File: src/rtl/cpu_trace_pkg.sv
// Shared definitions for the retire trace path: record type codes, record
// field positions and the capture FSM states.
package cpu_trace_pkg;

    localparam int REC_W     = 72;

    localparam int TYPE_LSB  = 70;
    localparam int LOAD_BIT  = 69;
    localparam int RSVD_BIT  = 68;
    localparam int REG_LSB   = 64;
    localparam int INUM_LSB  = 48;
    localparam int PC_LSB    = 32;
    localparam int ADDR_LSB  = 16;
    localparam int VALUE_LSB = 0;

    typedef enum logic [1:0] {
        REC_NOP   = 2'd0,
        REC_REG   = 2'd1,
        REC_STORE = 2'd2,
        REC_HALT  = 2'd3
    } recType_t;

    typedef enum logic [1:0] {
        IDLE   = 2'd0,
        RUN    = 2'd1,
        HALTED = 2'd2,
        DONE   = 2'd3
    } traceState_t;

endpackage

File: src/rtl/trace_fifo.sv
// Generic first-word-fall-through FIFO; the head entry is presented on popData
// whenever the FIFO is not empty, and popData reads as zero when it is empty.
module trace_fifo #(
    parameter int WIDTH = 72,
    parameter int DEPTH = 16
) (
    input  logic                     clk,
    input  logic                     rst,
    input  logic                     push,
    input  logic [WIDTH-1:0]         pushData,
    input  logic                     pop,
    output logic [WIDTH-1:0]         popData,
    output logic                     full,
    output logic                     empty,
    output logic [$clog2(DEPTH):0]   count
);

    localparam int PTR_W = $clog2(DEPTH);

    logic [WIDTH-1:0] mem [DEPTH];
    logic [PTR_W-1:0] rdPtr;
    logic [PTR_W-1:0] wrPtr;
    logic [PTR_W:0]   countReg;
    logic             doPush;
    logic             doPop;

    assign full    = (countReg == (PTR_W+1)'(DEPTH));
    assign empty   = (countReg == '0);
    assign count   = countReg;
    assign doPop   = pop && !empty;
    // A push into a full FIFO still lands when the head leaves on the same edge.
    assign doPush  = push && (!full || doPop);
    assign popData = empty ? '0 : mem[rdPtr];

    always_ff @(posedge clk) begin
        if (doPush) begin
            mem[wrPtr] <= pushData;
        end
    end

    always_ff @(posedge clk or posedge rst) begin
        if (rst) begin
            rdPtr    <= '0;
            wrPtr    <= '0;
            countReg <= '0;
        end else begin
            if (doPush) begin
                wrPtr <= wrPtr + 1'b1;
            end
            if (doPop) begin
                rdPtr <= rdPtr + 1'b1;
            end
            case ({doPush, doPop})
                2'b10:   countReg <= countReg + 1'b1;
                2'b01:   countReg <= countReg - 1'b1;
                default: countReg <= countReg;
            endcase
        end
    end

endmodule

File: src/rtl/retire_trace_fifo.sv
// Hardware retire trace: classifies each captured CPU cycle into a record and
// queues it for a valid/ready sink. Define RETIRE_TRACE_SKIP_NOP_EN to suppress NOP records.
module retire_trace_fifo #(
    parameter int DEPTH  = 16,
    parameter int INUM_W = 16
) (
    input  logic                     clk,
    input  logic                     rst,
    input  logic                     en,
    input  logic [15:0]              pc,
    input  logic                     reg_write,
    input  logic [3:0]               write_reg,
    input  logic [15:0]              write_data,
    input  logic                     mem_read,
    input  logic                     mem_write,
    input  logic [15:0]              mem_addr,
    input  logic [15:0]              mem_data,
    input  logic                     hlt,
    output logic                     rec_valid,
    input  logic                     rec_ready,
    output logic [71:0]              rec_data,
    output logic                     overflow,
    output logic [15:0]              drop_cnt,
    output logic [$clog2(DEPTH):0]   occupancy,
    output logic                     halted,
    output logic                     done
);

    import cpu_trace_pkg::*;

    traceState_t       state;
    traceState_t       stateNext;
    logic [INUM_W-1:0] inum;
    logic              overflowReg;
    logic [15:0]       dropCnt;

    recType_t          recType;
    logic              recLoad;
    logic [3:0]        recReg;
    logic [15:0]       recAddr;
    logic [15:0]       recValue;
    logic [REC_W-1:0]  recWord;

    logic              capture;
    logic              genRecord;
    logic              popRec;
    logic              fifoFull;
    logic              fifoEmpty;
    logic              dropRec;

    // Register writes win over halt, halt over store; everything else is a NOP.
    always_comb begin
        recType  = REC_NOP;
        recLoad  = 1'b0;
        recReg   = '0;
        recAddr  = '0;
        recValue = '0;
        if (reg_write) begin
            recType  = REC_REG;
            recLoad  = mem_read;
            recReg   = write_reg;
            recValue = write_data;
            recAddr  = mem_read ? mem_addr : '0;
        end else if (hlt) begin
            recType = REC_HALT;
        end else if (mem_write) begin
            recType  = REC_STORE;
            recAddr  = mem_addr;
            recValue = mem_data;
        end
    end

    always_comb begin
        recWord                      = '0;
        recWord[TYPE_LSB +: 2]       = recType;
        recWord[LOAD_BIT]            = recLoad;
        recWord[RSVD_BIT]            = 1'b0;
        recWord[REG_LSB +: 4]        = recReg;
        recWord[INUM_LSB +: 16]      = 16'(inum);
        recWord[PC_LSB +: 16]        = pc;
        recWord[ADDR_LSB +: 16]      = recAddr;
        recWord[VALUE_LSB +: 16]     = recValue;
    end

    assign capture = en && ((state == IDLE) || (state == RUN));

`ifdef RETIRE_TRACE_SKIP_NOP_EN
    assign genRecord = capture && (recType != REC_NOP);
`else
    assign genRecord = capture;
`endif

    assign rec_valid = !fifoEmpty;
    assign popRec    = rec_valid && rec_ready;
    assign dropRec   = genRecord && fifoFull && !popRec;

    trace_fifo #(
        .WIDTH (REC_W),
        .DEPTH (DEPTH)
    ) uFifo (
        .clk      (clk),
        .rst      (rst),
        .push     (genRecord),
        .pushData (recWord),
        .pop      (popRec),
        .popData  (rec_data),
        .full     (fifoFull),
        .empty    (fifoEmpty),
        .count    (occupancy)
    );

    always_ff @(posedge clk or posedge rst) begin
        if (rst) begin
            state <= IDLE;
        end else begin
            state <= stateNext;
        end
    end

    // The halt transition happens on the capture edge even if the record is dropped.
    always_comb begin
        stateNext = state;
        halted    = 1'b0;
        done      = 1'b0;
        case (state)
            IDLE: begin
                if (en) begin
                    stateNext = (recType == REC_HALT) ? HALTED : RUN;
                end
            end
            RUN: begin
                if (en && (recType == REC_HALT)) begin
                    stateNext = HALTED;
                end
            end
            HALTED: begin
                halted = 1'b1;
                if (occupancy == '0) begin
                    stateNext = DONE;
                end
            end
            DONE: begin
                halted = 1'b1;
                done   = 1'b1;
            end
            default: stateNext = IDLE;
        endcase
    end

    always_ff @(posedge clk or posedge rst) begin
        if (rst) begin
            inum        <= '0;
            overflowReg <= 1'b0;
            dropCnt     <= '0;
        end else begin
            if (genRecord) begin
                inum <= inum + 1'b1;
            end
            if (dropRec) begin
                overflowReg <= 1'b1;
                if (dropCnt != 16'hFFFF) begin
                    dropCnt <= dropCnt + 16'd1;
                end
            end
        end
    end

    assign overflow = overflowReg;
    assign drop_cnt = dropCnt;

endmodule

File: config.mk
export PLATFORM = sky130hd
export DESIGN_NAME = retire_trace_fifo
export DESIGN_NICKNAME = d
export VERILOG_FILES = /design/src/rtl/cpu_trace_pkg.sv /design/src/rtl/trace_fifo.sv /design/src/rtl/retire_trace_fifo.sv
export SDC_FILE = /design/constraint.sdc
export NUM_CORES = 1
export LEC_CHECK = 0
export CAP_MARGIN = 20
export CORE_ASPECT_RATIO = 1.2
export CORE_MARGIN = 2
export CORE_UTILIZATION = 48
export CTS_CLUSTER_SIZE = 20
export DETAILED_ROUTE_END_ITERATION = 16
export GPL_ROUTABILITY_DRIVEN = 0
export PLACE_DENSITY_LB_ADDON = 0.2
export SYNTH_ARGS = -nofsm -noshare
export SYNTH_HDL_FRONTEND = slang
export SYNTH_SLANG_ARGS = --single-unit
File: constraint.sdc
create_clock -name clk -period 8.9 [get_ports clk]
set_input_delay 0.89 -clock clk [delete_from_list [all_inputs] [get_ports clk]]
set_output_delay 0.89 -clock clk [all_outputs]
set_load 0.01 [all_outputs]
**Yosys cells after proc, flatten, opt, wreduce, memory -nomap -nowiden**

Memory sizes are Yosys's and may differ from the RTL's.
Cells that the tools add are included.

- Output and inout bits: 97
- Bits of input ports: 76
- Word-level logic and storage cells: 67
- Memories: 1
- Register bits: 48
- Bits in writable memories: 1136

- Muxes and demuxes: 23
- Equal/unequal tests: 11
- Reductions and logical operators: 19
- $add $sub $neg: 6

Memories:

| name | words | bits a word | read ports | clocked after Yosys merged registers in | wr ports | line | RTL |
|---|---|---|---|---|---|---|---|
| uFifo.mem | 16 | 71 | 1 | 0 | 1 | trace_fifo.sv:20 | `logic [WIDTH-1:0] mem [DEPTH];` |

Operators with widths:

| kind | count |
|---|---|
| 16-bit two-way mux | 7 |
| 72-bit two-way mux | 1 |
| 16-bit by 1-bit adder with 16-bit output (second input constant) | 2 |
| 16-bit != test (second input constant) | 1 |
| 2-bit two-way mux | 7 |
| 5-bit one-hot mux with 2 select lines | 1 |
| 4-bit by 1-bit adder with 4-bit output (second input constant) | 2 |
| 2-bit equality test (second input constant) | 4 |
| 1-bit logical AND | 7 |
| 2-bit one-hot mux with 3 select lines | 1 |
| 5-bit by 1-bit adder with 5-bit output (second input constant) | 1 |
| 5-bit equality test (second input constant) | 1 |
| 5-bit logical NOT | 1 |
| 1-bit two-way mux | 5 |
| 5-bit by 1-bit subtractor with 5-bit output (second input constant) | 1 |
| 2-bit by 1-bit equality test with 1-bit output (second input constant) | 2 |
| 4-bit two-way mux | 1 |
| 2-bit by 1-bit != test with 1-bit output (second input constant) | 2 |
| 4-bit AND reduction | 1 |
| 1-bit logical NOT | 3 |
| 3-bit nonzero test | 1 |
| 2-bit logical NOT | 1 |
| 1-bit logical OR | 2 |
| 2-bit != test (second input constant) | 1 |
| other kinds (3) | 3 |

**Logic depth before layout (Yosys ltp)**

- Word-level depth: 8
- Gate-level depth with buffers: 10

**Hierarchy**

A second synthesis with hierarchy kept.

- Cells, all modules: 2120
- Area, all modules: 46933.8 µm²

Modules (own cells, without submodules):

| module | cells each | instances | area each (µm²) | seq. area each (µm²) |
|---|---|---|---|---|
| trace_fifo | 1913 | 1 | 44826.7 | 34918.5 |
| retire_trace_fifo | 207 | 1 | 2107.0 | 875.8 |

**Worst setup path before layout**

Ideal clock, no wire load.

- Path type: input port to flip-flop
- Start point: input port en
- End point: memory uFifo.mem[4][0] in the netlist's numbering, enable pin
- Path slack: 1.392 ns
- Arrival time: 6.906 ns
- Library setup time: 0.602 ns
- Stages on the path: 5
- Data required time: 8.298 ns
- Path through: o21ai_2 > a21oi_1 > buf_2 > nand2_1 > nor3b_1

- Cells in the longest elaborated chain, start to end: 4

RTL lines:

| what | line | RTL |
|---|---|---|
| from (decl) | retire_trace_fifo.sv:9 | `input logic en,` |
| 1-bit logical AND | retire_trace_fifo.sv:85 | `assign capture = en && ((state == IDLE) \|\| (state == RUN));` |
| 1-bit logical AND | trace_fifo.sv:32 | `assign doPush = push && (!full \|\| doPop);` |
| 1-bit two-way mux | trace_fifo.sv:36 | `if (doPush) begin` |
| 1-bit two-way mux (not written as such) | trace_fifo.sv:37 | `mem[wrPtr] <= pushData;` |
| to (decl) | trace_fifo.sv:20 |  |

No other way between the ends.

**Worst setup path in the final report**

- Start point: register uFifo.rdPtr[0]
- End point: output port rec_data[33]

- Cells in the longest elaborated chain, start to end: 2

RTL lines:

| what | line | RTL |
|---|---|---|
| from (decl) | trace_fifo.sv:21 | `logic [PTR_W-1:0] rdPtr;` |
| from (signal assigned) | trace_fifo.sv:51 | `rdPtr <= rdPtr + 1'b1;` |
| memory read 16 x 71 bit | - |  |
| 72-bit two-way mux | trace_fifo.sv:33 | `assign popData = empty ? '0 : mem[rdPtr];` |
| to (decl) | retire_trace_fifo.sv:21 | `output logic [71:0] rec_data,` |

No other way between the ends.

==> flow_summary.toml <==
[global_routing]
grt_pass1_vias = 22750
grt.total_usage_pct = 21.12
antenna_found_initial = 3
overflow = 0
grt_max_degree = 179
grt_pass1_wl_um = 150800

[clock_tree]
root_buffer = "clkbuf_16"
tritoncts = "done"
cts_inserted_buffers = 112
cts.htree.levels = 3
post-cts-setup-buffers = 0
clkSlewWorstSetupHoldPaths_ns = 0.06
cts.sink_count = 1184
clock_latency_ns = 0.70
cts_resized = 0
clock_path_buffers = 3
cts_hold_buf = 0

[logic_synthesis]
synth_top_area_share_pct = 74.44
synth_edf_count = 1136
syn_inst = 2029
ys_seq_area_share_pct = 77.06
synth.avg_cell_area_sq_um = 22.59
syn-num-nets = 2120
synth_most_common_cell = "edfxtp_1"
yosys_most_used_dff = "edfxtp_1"
synth.distinct_cells = 55
synth_commonest_cells = "edfxtp_1, mux4_2, mux2i_1"
synth_area_leaders = "edfxtp_1, mux4_2, mux2i_1"
ys_ff_latch = 1184
async_flop_share_pct = 4.054
synth_area_sq_um = 45830
synth_warnings = 0
post-synth-top-area-cell = "edfxtp_1"

[setup_path]
required_ns = 8.01
crit_chain = "buf_4 -> buf_4 -> mux4_2 -> mux2i_1 -> o22ai_1 -> clkdlybuf4s50_1"
cp-end-kind = "primary output"
regToRegSetupSlack_ns = 5.11
crit_path_max_fanout = 40
critPathLaunchType = "flip-flop"
path_buf_inv = 3
cpLargestDelayFamily = "buffers and inverters"
cp_data_arrival_time_ns = 4.43
cpPeakStageDelay_ns = 0.86
crit_path_top_delay_cell = "dfrtp_4"
cp_common_cell = "buf_4"
setup.worst_path.class = "flip-flop to primary output"

[route]
drt-total-wl_um = 102700
num_vias = 21430
drtIter0Drc = 1851
vias_per_cell = 5.946
wl_per_cell_um = 28.50
ant_nets = 0
drc_errors = 0
first_pass_iters = 6

[final_layout]
post-route-util_pct = 55.67
drive_gt1_share_pct = 22.53
design_area_sq_um = 52860
multi_input_area_sq_um = 10100
nets = 2338
area_delta_synth_final_pct = 15.36
regArea_sq_um = 35330
antenna_cells = 0
nFillCells = 7043

[timing]
relSlewSlack_pct = 22.07
period_needed_ns = 5.324
fin_skew_ns = 0.02717
tns_ns = 0
hold_viol_final = 0
drv_slew = 0
fmax_mhz = 187.8
finalCritPeriodShare_pct = 59.82
setup-violations-final = 0
worst_slack_ns = 3.576
tightest_slew_ns = 1.169
rsz0062_at_grt = "false"

[floorplan]
initial_core_util_pct = 48.26
fp-row-count = 124
die-area_sq_um = 97970
num_io_pins = 173
core_sq_um = 94950
fp.dieW_um = 286.1
die_height_um = 342.5

[min_path]
hold_class = "primary input to async pin"

[pwr]
vdd_drop_max_mv = 0.2918
power_leakage_uw = 0.01692
power_density_nw_per_um2 = 309.5

[flow_run]
drv_cap = 0

[placement]
place_area_sq_um = 49100
io_buffers = 171
preCtsSetupSlack_ns = 4.138
dp_hpwl_um = 51320

[run_status]
status = "finished, final reports clean"
layout make-up:
class                   count  share of cell area, %
multi-input cells         726                  19.11
repair buffers            209                  3.948
clock buffers             131                  5.477
inverters                  14                0.09941
well taps                1260                  2.982
flip-flops and latches   1184                  66.83
clock inverters            80                  1.557
cell families after synthesis:
logic type                 share of synthesized area [%]
AOI/OAI and AO/OA                                  1.802
xor gates and xnor gates                          0.6880
adders and majority gates                         0.4259
buffers and inverters                              1.092
DFF                                                77.06
muxes                                              17.30
other                                           0.008183
and+or+nand+nor                                    1.625
placed cells by master (no fill, tap or decap), types with 15 or more instances in the layout:
master / instances
edfxtp_1: 1136
clkbuf_16: 113
clkbuf_1: 18
clkinv_1: 34
clkdlybuf4s50_1: 171
mux2i_1: 145
mux4_2: 284
buf_4: 32
nand2_1: 15
clkinv_2: 18
xnor2_1: 22
o22ai_1: 71
and2_1: 23
bufinv_16: 16
dfrtp_1: 45
a22o_1: 16
sequential cells by signal, indices dropped and copies added, names as in the netlist:
signal       count
drop_cnt        16
inum            16
overflow         1
state            2
uFifo.count      5
uFifo.mem     1136
uFifo.rdPtr      4
uFifo.wrPtr      4
final timing paths:
path | start | to | cells past startpoint
max | uFifo.rdPtr[0] | rec_data[33] | 6
min | rst | overflow | 2
max reg2reg | state[1] | uFifo.mem[2][38] | 7
min reg2reg | overflow | overflow | 1
max in group asynchronous | rst | uFifo.rdPtr[3] | 3
min in group clk | overflow | overflow | 1
per-stage QoR:
stage	power, uW	hold slack [ns]	cells
detailed placement	11750	0.4539	3391
floorplan	9899	0.5041	2029
CTS	16540	0.4722	3602
global route	17010	0.4266	3604
global placement	11680	0.4540	3390
finish	16360	0.4252	3604
per-layer routing:
| layer | global-route usage, % | vias up | wire length (um) |
|---|---|---|---|
| met5 | 0 | - | 13 |
| met4 | 4.854 | 2 | 1681 |
| met3 | 2.796 | 120 | 5329 |
| met2 | 35.47 | 669 | 51860 |
| met1 | 29.75 | 11620 | 43820 |
| li1 | - | 9020 | - |
power breakdown:
group	internal, uW	switching [uW]	total [uW]
clock	2790	2020	4810
combinational	2350	2390	4740
sequential	6490	322	6810
Power figures use the tool's default switching activity.
